[src/rtl/exec_pkg.sv]
// rtl/exec_pkg.sv - shared execution-stage types: unit codes, instruction formats
//
// Purpose: constants and enums shared by decode and the execution stage.
// Ports: none (package).

package exec_pkg;

    localparam int UNIT_CODE_W = 3;

    // Functional unit codes as used by decode when steering instructions.
    typedef enum logic [UNIT_CODE_W-1:0] {
        UNIT_FX     = 3'd0,
        UNIT_FP     = 3'd1,
        UNIT_LDST   = 3'd2,
        UNIT_BRANCH = 3'd3,
        UNIT_TRAP   = 3'd4
    } unit_code_e;

    // Instruction encoding formats carried inside the opaque payload.
    typedef enum logic [2:0] {
        FMT_R = 3'd0,
        FMT_I = 3'd1,
        FMT_S = 3'd2,
        FMT_B = 3'd3,
        FMT_U = 3'd4,
        FMT_J = 3'd5
    } instr_fmt_e;

    // A unit code is legal only if a unit with that index is attached.
    function automatic logic unit_code_legal(input int code, input int num_units);
        return code < num_units;
    endfunction

endpackage

[src/rtl/exec_dispatch_unit_rr_arbiter.sv]
// rtl/exec_dispatch_unit_rr_arbiter.sv - round-robin one-hot arbiter
//
// Purpose: grants the first request at or after the rotating pointer; the
//   pointer moves to one past the winner whenever a grant is made and holds
//   otherwise.
// Ports:
//   clk          in   clock
//   rst          in   synchronous active-high reset (pointer -> 0)
//   request      in   N    request vector
//   grant        out  N    one-hot grant (combinational)
//   grant_idx    out  IDX_W index of the granted requester
//   grant_valid  out  1    any grant this cycle

module rr_arbiter #(
    parameter int N     = 5,
    parameter int IDX_W = 3
) (
    input  logic             clk,
    input  logic             rst,
    input  logic [N-1:0]     request,
    output logic [N-1:0]     grant,
    output logic [IDX_W-1:0] grant_idx,
    output logic             grant_valid
);

    logic [IDX_W-1:0] ptr_q;

    // Two passes: the first looks only at requesters at or above the pointer,
    // the second (wrap-around) takes the lowest requester overall.
    always_comb begin
        grant       = '0;
        grant_idx   = '0;
        grant_valid = 1'b0;
        for (int j = 0; j < N; j++) begin
            if (!grant_valid && request[j] && (j >= int'(ptr_q))) begin
                grant_valid = 1'b1;
                grant[j]    = 1'b1;
                grant_idx   = IDX_W'(j);
            end
        end
        for (int j = 0; j < N; j++) begin
            if (!grant_valid && request[j]) begin
                grant_valid = 1'b1;
                grant[j]    = 1'b1;
                grant_idx   = IDX_W'(j);
            end
        end
    end

    always_ff @(posedge clk) begin
        if (rst) begin
            ptr_q <= '0;
        end else if (grant_valid) begin
            if (int'(grant_idx) == N - 1) begin
                ptr_q <= '0;
            end else begin
                ptr_q <= grant_idx + IDX_W'(1);
            end
        end
    end

endmodule

[src/rtl/exec_dispatch_unit.sv]
// rtl/exec_dispatch_unit.sv - in-order issue queue, unit dispatch and RR writeback merge
//
// Purpose: buffers register-read output in a DEPTH-entry in-order queue,
//   issues the head to the functional unit selected by its unit code, drops
//   entries with illegal codes, and merges unit results onto a single
//   registered writeback port with round-robin fairness.
// Optional feature: EXEC_DISPATCH_STATS_EN adds saturating dispatch/stall
//   counters (dispatchCount_o, stallCount_o).
// Ports:
//   clock_i, reset_i                 clock, synchronous active-high reset
//   flush_i                          discard all queued instructions
//   enable_i/ready_o                 instruction handshake from register read
//   unitCode_i, instrAddr_i, payload_i   incoming instruction
//   unitValid_o/unitReady_i          one-hot issue handshake per unit
//   unitAddr_o, unitPayload_o        head instruction, shared by all units
//   illegalUnit_o                    pulse: an illegal-code entry was dropped
//   resultValid_i, resultData_i      per-unit results, unit 0 in LSBs
//   resultAck_o                      one-hot, result consumed this cycle
//   wbValid_o, wbUnit_o, wbData_o    registered writeback
//   dispatchCount_o, stallCount_o    statistics (EXEC_DISPATCH_STATS_EN only)

module exec_dispatch_unit #(
    parameter int NUM_UNITS   = 5,
    parameter int UNIT_CODE_W = exec_pkg::UNIT_CODE_W,
    parameter int DEPTH       = 4,
    parameter int PAYLOAD_W   = 256,
    parameter int RESULT_W    = 72
) (
    input  logic                          clock_i,
    input  logic                          reset_i,
    input  logic                          flush_i,
    input  logic                          enable_i,
    output logic                          ready_o,
    input  logic [UNIT_CODE_W-1:0]        unitCode_i,
    input  logic [63:0]                   instrAddr_i,
    input  logic [PAYLOAD_W-1:0]          payload_i,
    output logic [NUM_UNITS-1:0]          unitValid_o,
    input  logic [NUM_UNITS-1:0]          unitReady_i,
    output logic [63:0]                   unitAddr_o,
    output logic [PAYLOAD_W-1:0]          unitPayload_o,
    output logic                          illegalUnit_o,
    input  logic [NUM_UNITS-1:0]          resultValid_i,
    input  logic [NUM_UNITS*RESULT_W-1:0] resultData_i,
    output logic [NUM_UNITS-1:0]          resultAck_o,
`ifdef EXEC_DISPATCH_STATS_EN
    output logic [31:0]                   dispatchCount_o,
    output logic [31:0]                   stallCount_o,
`endif
    output logic                          wbValid_o,
    output logic [UNIT_CODE_W-1:0]        wbUnit_o,
    output logic [RESULT_W-1:0]           wbData_o
);

    import exec_pkg::*;

    localparam int PTR_W = $clog2(DEPTH);
    localparam int CNT_W = PTR_W + 1;

    // ---------------------------------------------------------------- queue
    logic [UNIT_CODE_W-1:0] mem_code    [DEPTH];
    logic [63:0]            mem_addr    [DEPTH];
    logic [PAYLOAD_W-1:0]   mem_payload [DEPTH];

    logic [PTR_W-1:0] wr_ptr_q;
    logic [PTR_W-1:0] rd_ptr_q;
    logic [CNT_W-1:0] count_q;
    logic             illegal_q;

    logic                   push;
    logic                   pop;
    logic                   head_valid;
    logic                   head_legal;
    logic [UNIT_CODE_W-1:0] head_code;
    logic [NUM_UNITS-1:0]   head_onehot;
    logic                   head_unit_ready;
    logic                   issue;
    logic                   illegal_drop;

    // Ready is derived from the registered count only, so a full queue
    // cannot accept even when the head pops this cycle.
    assign ready_o    = !reset_i && (count_q < CNT_W'(DEPTH));
    // Flush wins over a simultaneous push: the input is dropped.
    assign push       = enable_i && ready_o && !flush_i;

    assign head_valid = (count_q != '0) && !flush_i;
    assign head_code  = mem_code[rd_ptr_q];
    assign head_legal = unit_code_legal(int'(head_code), NUM_UNITS);

    always_comb begin
        head_onehot = '0;
        for (int i = 0; i < NUM_UNITS; i++) begin
            head_onehot[i] = (int'(head_code) == i);
        end
    end

    assign head_unit_ready = |(head_onehot & unitReady_i);
    assign issue           = head_valid && head_legal;
    assign illegal_drop    = head_valid && !head_legal;
    // Illegal entries leave the queue the same cycle they reach the head.
    assign pop             = (issue && head_unit_ready) || illegal_drop;

    assign unitValid_o   = issue ? head_onehot : '0;
    assign unitAddr_o    = mem_addr[rd_ptr_q];
    assign unitPayload_o = mem_payload[rd_ptr_q];
    assign illegalUnit_o = illegal_q;

    always_ff @(posedge clock_i) begin
        if (push) begin
            mem_code[wr_ptr_q]    <= unitCode_i;
            mem_addr[wr_ptr_q]    <= instrAddr_i;
            mem_payload[wr_ptr_q] <= payload_i;
        end
    end

    always_ff @(posedge clock_i) begin
        if (reset_i) begin
            wr_ptr_q  <= '0;
            rd_ptr_q  <= '0;
            count_q   <= '0;
            illegal_q <= 1'b0;
        end else begin
            illegal_q <= illegal_drop;
            if (flush_i) begin
                wr_ptr_q <= '0;
                rd_ptr_q <= '0;
                count_q  <= '0;
            end else begin
                if (push) begin
                    wr_ptr_q <= wr_ptr_q + PTR_W'(1);
                end
                if (pop) begin
                    rd_ptr_q <= rd_ptr_q + PTR_W'(1);
                end
                case ({push, pop})
                    2'b10:   count_q <= count_q + CNT_W'(1);
                    2'b01:   count_q <= count_q - CNT_W'(1);
                    default: count_q <= count_q;
                endcase
            end
        end
    end

    // ------------------------------------------------------------ writeback
    logic [NUM_UNITS-1:0]   arb_request;
    logic [NUM_UNITS-1:0]   arb_grant;
    logic [UNIT_CODE_W-1:0] arb_idx;
    logic                   arb_valid;
    logic [RESULT_W-1:0]    result_sel;

    // No grant is issued while in reset, so nothing is acked and lost.
    assign arb_request = reset_i ? '0 : resultValid_i;

    rr_arbiter #(
        .N     (NUM_UNITS),
        .IDX_W (UNIT_CODE_W)
    ) u_wb_arbiter (
        .clk         (clock_i),
        .rst         (reset_i),
        .request     (arb_request),
        .grant       (arb_grant),
        .grant_idx   (arb_idx),
        .grant_valid (arb_valid)
    );

    assign resultAck_o = arb_grant;

    always_comb begin
        result_sel = '0;
        for (int j = 0; j < NUM_UNITS; j++) begin
            if (arb_grant[j]) begin
                result_sel = resultData_i[j*RESULT_W +: RESULT_W];
            end
        end
    end

    always_ff @(posedge clock_i) begin
        if (reset_i) begin
            wbValid_o <= 1'b0;
            wbUnit_o  <= '0;
            wbData_o  <= '0;
        end else begin
            wbValid_o <= arb_valid;
            if (arb_valid) begin
                wbUnit_o <= arb_idx;
                wbData_o <= result_sel;
            end
        end
    end

`ifdef EXEC_DISPATCH_STATS_EN
    // ----------------------------------------------------------- statistics
    always_ff @(posedge clock_i) begin
        if (reset_i) begin
            dispatchCount_o <= '0;
            stallCount_o    <= '0;
        end else begin
            if (issue && head_unit_ready && (dispatchCount_o != 32'hFFFF_FFFF)) begin
                dispatchCount_o <= dispatchCount_o + 32'd1;
            end
            if (issue && !head_unit_ready && (stallCount_o != 32'hFFFF_FFFF)) begin
                stallCount_o <= stallCount_o + 32'd1;
            end
        end
    end
`endif

endmodule

[config.mk]
export PLATFORM = sky130hd
export DESIGN_NAME = exec_dispatch_unit
export DESIGN_NICKNAME = d
export VERILOG_FILES = /design/src/rtl/exec_pkg.sv /design/src/rtl/exec_dispatch_unit_rr_arbiter.sv /design/src/rtl/exec_dispatch_unit.sv
export SDC_FILE = /design/constraint.sdc
export NUM_CORES = 1
export LEC_CHECK = 0
export CORE_AREA = 3 3 431 433
export CTS_CLUSTER_SIZE = 12
export DETAILED_ROUTE_END_ITERATION = 10
export DIE_AREA = 0 0 434 436
export MAX_ROUTING_LAYER = met4
export PLACE_DENSITY = 0.54
export SYNTH_ARGS = -nofsm -noshare
export SYNTH_HDL_FRONTEND = slang
export SYNTH_SLANG_ARGS = --single-unit
[constraint.sdc]
create_clock -name clock_i -period 22.5 [get_ports clock_i]
set_input_delay 4.5 -clock clock_i [delete_from_list [all_inputs] [get_ports clock_i]]
set_output_delay 4.5 -clock clock_i [all_outputs]
set_load 0.005 [all_outputs]
Yosys cells after proc, flatten, opt, wreduce, memory -nomap -nowiden
Memory sizes are Yosys's and may differ from the RTL's. A register that Yosys moved wholly into a read port is not among the register bits.
Index checks and enable logic that the tools add are counted.

operators by class
  $add $sub $neg = 5
  magnitude comparators = 7
  equality and inequality tests = 7
  multiplexer cells = 45
  bitwise logic cells = 1
  reduce and logical (&&, ||, !) cells = 39

operator list
  kind                   number
  $mux W72               5
  $mux W1                22
  $logic_and A1 B1 Y1    21
  $mux W3                7
  $mux W2                8
  $eq A3 B3 Y1 const B   4
  $logic_not A1 Y1       12
  $mux W5                2
  $add A3 B1 Y3 const B  2
  $ge A1 B3 Y1 const A   2
  $ge A2 B3 Y1 const A   2
  $lt A3 B3 Y1 const B   2
  $pmux W3 S2            1
  $and A5 B5 Y5          1
  $reduce_or A5 Y1       1
  $add A2 B1 Y2 const B  2
  $eq A3 B2 Y1 const B   1
  $ge A3 B3 Y1 const A   1
  $logic_not A3 Y1       1
  $reduce_bool A3 Y1     1
  $sub A3 B1 Y3 const B  1
  $eq A2 B1 Y1 const B   1
  $eq A2 B2 Y1 const B   1
  $reduce_bool A2 Y1     1
  other kinds (2)        2

word-level totals
  bits in registers = 87
  bits in writable memories = 1292
  bits of input ports = 697
  output and inout bits = 408
  logic and storage cells = 115
  memories = 3

memories
  name         words  bits a word  rd ports  clocked after Yosys merged registers in  wr ports  line                      RTL
  mem_payload  4      256          1         1                                        1         exec_dispatch_unit.sv:62  logic [PAYLOAD_W-1:0] mem_payload [DEPTH];
  mem_addr     4      64           1         1                                        1         exec_dispatch_unit.sv:61  logic [63:0] mem_addr [DEPTH];
  mem_code     4      3            1         1                                        1         exec_dispatch_unit.sv:60  logic [UNIT_CODE_W-1:0] mem_code [DEPTH];

Depth between registers and ports, before layout
  depth in word-level cells = 36
  depth in mapped cells = 11

Hierarchy
A second synthesis with hierarchy kept.

unflattened totals
  cell total of the unflattened synthesis = 2525
  area, all modules = 53090.9 µm²

by module, submodules not included
  module              instances  cells each  area each (µm²)  seq. area each (µm²)
  exec_dispatch_unit  1          2463        52648.0          40518.9
  rr_arbiter          1          62          442.9            60.1

Worst setup path after synthesis
OpenSTA, ideal clock, no wires.

  path kind = in2reg
  start point = input port reset_i
  end point = memory mem_addr[0][0], enable pin
  library setup time = 0.727 ns
  arrival time = 12.725 ns
  slack = 9.049 ns
  cell stages on the path = 5
  path buffers = 2
  cell sequence = clkbuf_1 > or2_2 > clkbuf_1 > nor2b_1 > and2_1

between the ends
  longest elaborated chain between the ends = 6

RTL lines
  element                            line                       RTL
  from (decl)                        exec_dispatch_unit.sv:30   input logic reset_i,
  $logic_not A1 Y1                   exec_dispatch_unit.sv:81   assign ready_o = !reset_i && (count_q < CNT_W'(DEPTH));
  $logic_and A1 B1 Y1                exec_dispatch_unit.sv:81
  $logic_and A1 B1 Y1 (2 in series)  exec_dispatch_unit.sv:83   assign push = enable_i && ready_o && !flush_i;
  $mux W1                            exec_dispatch_unit.sv:108  if (push) begin
  $mux W1 (not written as such)      exec_dispatch_unit.sv:110  mem_addr[wr_ptr_q] <= instrAddr_i;
  to (decl)                          exec_dispatch_unit.sv:61

Every way passes these cells.

Worst setup path after layout
  start point = input port reset_i
  end point = output port resultAck_o[4]

between the ends
  longest elaborated chain between the ends = 34
  elaborated cells on any way between the ends = 35

RTL lines
  element                            line                                 RTL
  $mux W5 *                          exec_dispatch_unit.sv:151            assign arb_request = reset_i ? '0 : resultValid_i;
  $logic_and A1 B1 Y1                exec_dispatch_unit_rr_arbiter.sv:35  if (!grant_valid && request[j] && (j >= int'(ptr_q))) begin
  $mux W1                            exec_dispatch_unit_rr_arbiter.sv:35
  $logic_not A1 Y1                   exec_dispatch_unit_rr_arbiter.sv:35
  $logic_and A1 B1 Y1 (2 in series)  exec_dispatch_unit_rr_arbiter.sv:35
  $mux W1                            exec_dispatch_unit_rr_arbiter.sv:35
  $logic_not A1 Y1                   exec_dispatch_unit_rr_arbiter.sv:35
  $logic_and A1 B1 Y1 (2 in series)  exec_dispatch_unit_rr_arbiter.sv:35
  [... 16 more ...]                  --
  $logic_and A1 B1 Y1                exec_dispatch_unit_rr_arbiter.sv:42  if (!grant_valid && request[j]) begin
  $mux W1                            exec_dispatch_unit_rr_arbiter.sv:42
  $logic_not A1 Y1                   exec_dispatch_unit_rr_arbiter.sv:42
  $logic_and A1 B1 Y1                exec_dispatch_unit_rr_arbiter.sv:42
  $mux W1                            exec_dispatch_unit_rr_arbiter.sv:42
  $logic_not A1 Y1                   exec_dispatch_unit_rr_arbiter.sv:42
  $logic_and A1 B1 Y1                exec_dispatch_unit_rr_arbiter.sv:42
  $mux W1 *                          exec_dispatch_unit_rr_arbiter.sv:42
  to (decl)                          exec_dispatch_unit.sv:44             output logic [NUM_UNITS-1:0] resultAck_o,

Mark *: on every way between the ends. The rest lies on a longest branch, timed or not.

==> summary.md <==
| Metric | Value |
|---|---|
| Pwr dens | 82.18 nW/um2 |
| Htree depth | 4 |
| WP buf/inv | 4 |
| WL/cell | 31.33 um |
| Die footprint | 189200 um2 |
| Hold Path Cell Cnt | 2 |
| CP arrival | 7.70 ns |
| Top cells by area, synth | edfxtp_1 (74%), mux4_2 (14%), dfxtp_1 (3.4%) |
| Share of the synthesized area in compound gates (AO/OA/AOI/OAI) | 0.05911 |
| Crit path capture type | output port |
| Cts repair resizes | 0 |
| Synth top area share | 0.7435 |
| Fin crit period | 12.20 ns |
| First DRT Iteration DRCs | 2200 |
| CP Launch Type | input port |
| Post-synthesis mux area share | 0.1399 |
| Simple-gate area share of the yosys netlist | 0.006210 |
| CTS root buffer | clkbuf_16 |
| Status | complete, but fails checks |
| GRT overflow | 0 |
| Failing checks | capacitance limit, slew limit |
| Crit path top cell by count | clkdlybuf4s50_1 |
| Antenna Nets Post-Route | 0 |
| Max Clk Rate | slightly above 80 MHz |
| First-pass GRT wire length | between 200000 and 300000 um |
| Mapped Cells | 2424 |
| Clk slew on worst S/H paths | 0.06 ns |
| Unrepaired setup endpoints after global routing | no |
| Final max-slew violation count | 2 |
| Combinational family with the most area after synthesis | multiplexers |
| FF-to-FF path depth | 7 |
| Tcrit/Tclk final | 0.5423 |
| Post-layout nets | 4281 |
| All-layer global routing usage | 0.2053 |
| Area share of xor/xnor cells in the synthesized design | 0.0009831 |
| # DRC | 0 |
| Area of all sequential standard cells | 40590 um2 |
| Slowest CP cell | clkdlybuf4s50_1 |
| Synthesized net count | 3129 |
| Worst hold path class | reg2reg |
| Clk Latency, worst-skew pair | 0.80 ns |
| LEAKAGE | ~22 nW |
| Initial antenna violation count | between 70 and 80 |
| Hold Buf Count CTS | 0 |
| Worst Tran Pin Value | roughly 1.6 ns |
| Kind of critical path | in2out |
| Worst Skew | roughly 0.036 ns |
| Clk buf depth | 3 |
| Max incr delay on CP | 0.86 ns |
| Multi-input gate area | about 11000 um2 |
| Initial Util | 0.2859 |
| DP Wirelength | 133600 um |
| Clock sinks | 1381 |
| Die width | 434 um |
| Area Overhead vs Synth | 36.21% |
| Max Cap Viol | 1 |
| Via density per instance | 4.875 |
| WL final | 192200 um |
| Die Ht | between 400 and 500 um |
| Worst EP required | 18.00 ns |
| Core Area | 182500 um2 |
| # IOs | 1105 |
| Crit path max-delay family | buffers and inverters |
| Synth Area in Adders | 0.002062 |
| Largest net degree at the start of global routing | 80 |
| Initial DRT Pass Iterations | 8 |
| Maximum fanout along the worst path | 22 |
| CTS Buf Count | 156 |
| Hold Vio Cnt, Final | 0 |
| Post-CTS Setup Bufs | 0 |
| Mapped Avg Cell Area | 21.53 um2 |
| Peak supply drop | between 60 and 70 uV |
| Levels on crit path | 8 |
| Synth area leader | edfxtp_1 |
| # setup viols final | 0 |
| Yosys warning count | 0 |
| Row count | roughly 160 |
| Share of cells above drive strength 1 | 0.1633 |
| Yosys reg bits | roughly 1.4k |
| WHS | 0.4817 ns |
| Cells along the critical path | clkdlybuf4s50_1 > buf_4 > nor3_1 > o21ai_2 > nand2_1 > or3_2 > inv_1 > clkdlybuf4s50_1 |
| Fillcell total | 16.67k |
| CTS tree | yes |
| Gpl congestion | 0.9699 |
| Number of global-route vias before repair | around 31k |
| Synth cell types | 50 |
| Seq/Total Area, Yosys | 0.7777 |
| Vias post-DR | about 30k |
| Synthesized cell area | 52180 um2 |
| Rel. slew slack | -0.06526 |
| PortBufs | 1104 |
| Fin Setup TNS | 0 ns |
placed cells by master (no fill, tap or decap), drive strengths merged, types with 3 or more instances in the layout:
master	synthesis	layout
nor2	27	27
inv	17	27
ha	7	7
nor3	6	6
edfxtp	1292	1292
a211oi	71	71
clkinv	0	47
nor2b	4	4
nand2	16	16
o221ai	71	71
or3	5	5
o22ai	72	72
and2	4	4
clkbuf	95	203
o21ai	77	77
buf	64	49
bufinv	0	9
clkdlybuf4s50	0	1104
a21oi	81	81
clkinvlp	0	6
dfxtp	89	89
diode	0	56
xor2	3	3
mux4	323	323
o21a	75	75
flip-flops by register name (all words and copies together), names as in the netlist, named ones only:
name / flops
mem_code: 12
mem_addr: 256
u_wb_arbiter.ptr_q: 3
illegalUnit_o: 1
wbUnit_o: 3
wbData_o: 72
count_q: 3
wbValid_o: 1
mem_payload: 1024
wr_ptr_q: 2
rd_ptr_q: 2
cell families (layout without fill, tap and decap cells):
group | Yosys count | count (layout)
other | 0 | 56
AO/OA/AOI/OAI | 460 | 460
flip-flops | 1381 | 1381
XOR/XNOR | 5 | 5
multiplexers | 325 | 325
AND/OR/NAND/NOR | 69 | 69
buffers and inverters | 176 | 1445
adder cells (fa/ha/maj) | 8 | 8
power by group:
group          internal [mW]  switching (mW)  total (mW)
logic                  0.233           0.253       0.486
clock network           1.42            1.04        2.47
registers               2.86          0.0279        2.89
total                   4.52            1.32        5.84
metal layers:
metal / global-route usage / vias up / wire, um
met3: 0.06709 / 332 / 14830
met1: 0.2124 / 15640 / 66480
met5: - / - / 0
li1: - / 12750 / -
met2: 0.3398 / 1177 / 98960
met4: 0.1217 / 0 / 11880
layout make-up:
cell class,count,area share
sequential,1381,0.5711
tap,2385,0.04199
clock inverter,72,0.01090
clock buffer,203,0.05887
timing repair buffer,1153,0.1608
antenna,56,0.001972
inverter,17,0.0008978
multi-input combinational,867,0.1535
through the flow:
| stage | util | instances | total power, mW | area [um2] | setup slack, ns |
|---|---|---|---|---|---|
| after floorplan | - | 2424 | 3.058 | 52180 | 9.049 |
| after global placement | 0.3615 | 5803 | 3.412 | 65970 | 10.54 |
| after detailed placement | 0.3615 | 5803 | 3.414 | 65970 | 10.58 |
| after CTS | 0.3887 | 6078 | 5.904 | 70930 | 10.57 |
| after global routing | 0.3893 | 6126 | 6.035 | 71050 | 10.31 |
| final | 0.3895 | 6134 | 5.841 | 71070 | 10.30 |
tightest hold or removal path, stage by stage (launching register included):
cell and delay, ns:
dfxtp_1 0.32, nand2_1 0.06, a21oi_1 0.05
worst paths after layout:
kind                                   end                startpoint  slack, ns
max                         resultAck_o[4]                   reset_i      10.30
min reg2reg       wbUnit_o[0]$_SDFFE_PP0P_  wbUnit_o[0]$_SDFFE_PP0P_       0.48
max reg2reg  mem_payload[3][218]$_DFFE_PP_   count_q[2]$_SDFFE_PP0P_      17.46
min               wbUnit_o[0]$_SDFFE_PP0P_  wbUnit_o[0]$_SDFFE_PP0P_       0.48
cell usage after synthesis, drive strengths merged:
| cell | count |
|---|---|
| mux2i | 1 |
| mux2 | 1 |
| or2 | 2 |
| buf | 64 |
| dfxtp | 89 |
| a21boi | 1 |
| ha | 7 |
| and4 | 1 |
| or3 | 5 |
| o21a | 75 |
| a31oi | 1 |
| nor2 | 27 |
| and2 | 4 |
| o31ai | 1 |
| a311o | 1 |
| mux4 | 323 |
| o41ai | 2 |
| nor3 | 6 |
| nor4 | 1 |
| a2111oi | 1 |
| a211oi | 71 |
| a32o | 1 |
| o21ai | 77 |
| a311oi | 1 |
| o211a | 1 |
| o221ai | 71 |
| and3 | 1 |
| fa | 1 |
| nand3b | 1 |
| edfxtp | 1292 |
| o22a | 1 |
| nor2b | 4 |
| nor3b | 1 |
| o211ai | 1 |
| clkbuf | 95 |
| inv | 17 |
| xnor2 | 2 |
| nand2 | 16 |
| xor2 | 3 |
| o22ai | 72 |
| a21oi | 81 |
| o2111ai | 1 |
Power figures use the tool's default switching activity.
==> RTL change (same flow settings) <==
Add a define of `EXEC_DISPATCH_STATS_EN`.
--- a/src/rtl/exec_dispatch_unit.sv
+++ b/src/rtl/exec_dispatch_unit.sv
@@ -18,6 +18,8 @@
 //   resultAck_o                      one-hot, result consumed this cycle
 //   wbValid_o, wbUnit_o, wbData_o    registered writeback
 //   dispatchCount_o, stallCount_o    statistics (EXEC_DISPATCH_STATS_EN only)
+
+`define EXEC_DISPATCH_STATS_EN
 
 module exec_dispatch_unit #(
     parameter int NUM_UNITS   = 5,
New outputs: dispatchCount_o and stallCount_o. Function: not settled (the Yosys comparison gave no result); the edit may change what the design does.
==> RTL change against the original RTL <==
- clock skew up 0.013 ns
- clock power rose by 3%
- register-to-register slack gained 0.43 ns
- worst setup slack better by 0.81 ns
- wire length grew 9.6%
- total power grew 1.8%
- synthesized area is 5.8% higher
- count of clock-buffer cells in the layout up 11
- cell area rose by 5.3%
- sequential cell count rose by 64
- largest cell class unchanged
==> RTL change: results (changes against the original RTL) <==
fin crit share=50.6% (was 54.2%); Inst Count DP=6194 (was 5803); nets=4680 (was 4281); largest net degree at the start of global routing=137 (was 80); starting DRC count in detailed routing=2336 (was 2200); TritonCTS Buffers=162 (was 156); number of antenna violations at the first check in global routing=65 (was 73); Critical Path Start=resultValid_i[2] (was reset_i); Via Count=32900 (was 29900); sequential share of the synthesized area=75.9% (was 77.8%); Max FO, Critical Path=16 (was 22); P_leak=23.5 nW (was 22.0 nW); Post-Synthesis Cells=2773 (was 2424); Synthesized Nets=3480 (was 3129); first-pass GRT wire length=282 mm (was 260 mm); routed wire length=211 mm (was 192 mm); outcome=complete, no violations (was complete, but fails checks); Setup Skew=0.0491 ns (was 0.0356 ns); hpwl dp=151 mm (was 134 mm); Overall Global Routing Usage=22.3% (was 20.5%); critical path arrival=6.89 ns (was 7.70 ns); Port Buffer Count=1168 (was 1104); Final Wtd Congestion=0.993 (was 0.970); Vias/cell=5.04 (was 4.88); Slew headroom=28.2% (was -6.53%); Pre-antenna DRT Iters=5 (was 8); synth cell count leaders=edfxtp_1, mux4_2, dfxtp_1, nor2_1, clkbuf_1 (was edfxtp_1, mux4_2, clkbuf_1, dfxtp_1, a21oi_1)
[RTL change: changes by cell type in the layout (fill, tap and decap cells not counted), sizes merged, moves of 41 or more]
cell	delta
o221ai	-71
o22ai	-71
clkdlybuf4s50	+63
or4	+41
dfxtp	+64
o21ai	-61
a221oi	+72
a22oi	+72
o21a	-70
nor2	+102
a21o	+74
[RTL change: worst max-delay path: stages]
cell             delay [ns]
clkdlybuf4s50_1        0.47
a21boi_0               0.18
o21ai_0                0.38
a31oi_1                0.21
nor2b_4                0.51
clkdlybuf4s50_1        0.62
[RTL change: metal layers]
metal | up-vias | wire length [µm] | global-route usage [%]
met4 | 0 | 12800 | 11.5
met1 | 17200 | 75600 | 24.4
met5 | - | 0 | -
met3 | 349 | 17100 | 7.00
met2 | 1204 | 105000 | 36.6
li1 | 14100 | - | -
[RTL change: final cells by class]
type                       instances  area (µm²)  area share, %
clock buffer                     214        4440           5.92
tap                             2385        2980           3.99
inverter                          16        61.3         0.0819
antenna                           42         105          0.140
sequential                      1445       41900           55.9
timing repair buffer            1212       12100           16.1
multi-input combinational       1136       12700           16.9
clock inverter                    70         681          0.909
[RTL change: path summary, 6_finish.rpt]
kind | to | cells past startpoint | slack [ns]
max | resultAck_o[0] | 6 | 11.11
min | wbData_o[4] | 2 | 0.50
max reg2reg | stallCount_o[19] | 8 | 17.89
min reg2reg | wbData_o[4] | 2 | 0.50
[RTL change: metrics by stage]
stage	setup slack (ns)	area [µm²]	total power, mW
3_5_place_dp	11.18	69600	3.45
3_3_place_gp	11.13	69600	3.45
6_report	11.11	74900	5.94
2_1_floorplan	9.26	55200	3.14
4_1_cts	11.17	74800	6.02
5_1_grt	11.02	74800	6.15
[RTL change: power by group]
group	switching (mW)	internal [mW]
combinational	0.202	0.206
clock	1.08	1.47
sequential	0.0235	2.96
[RTL change: cells by family after synthesis]
kind of cell	synth area share [%]
flip-flops	75.9
AO/OA/AOI/OAI	5.60
adder cells (fa/ha/maj)	0.240
XOR/XNOR	0.0635
AND/OR/NAND/NOR	3.40
buffers and inverters	1.34
multiplexers	13.5
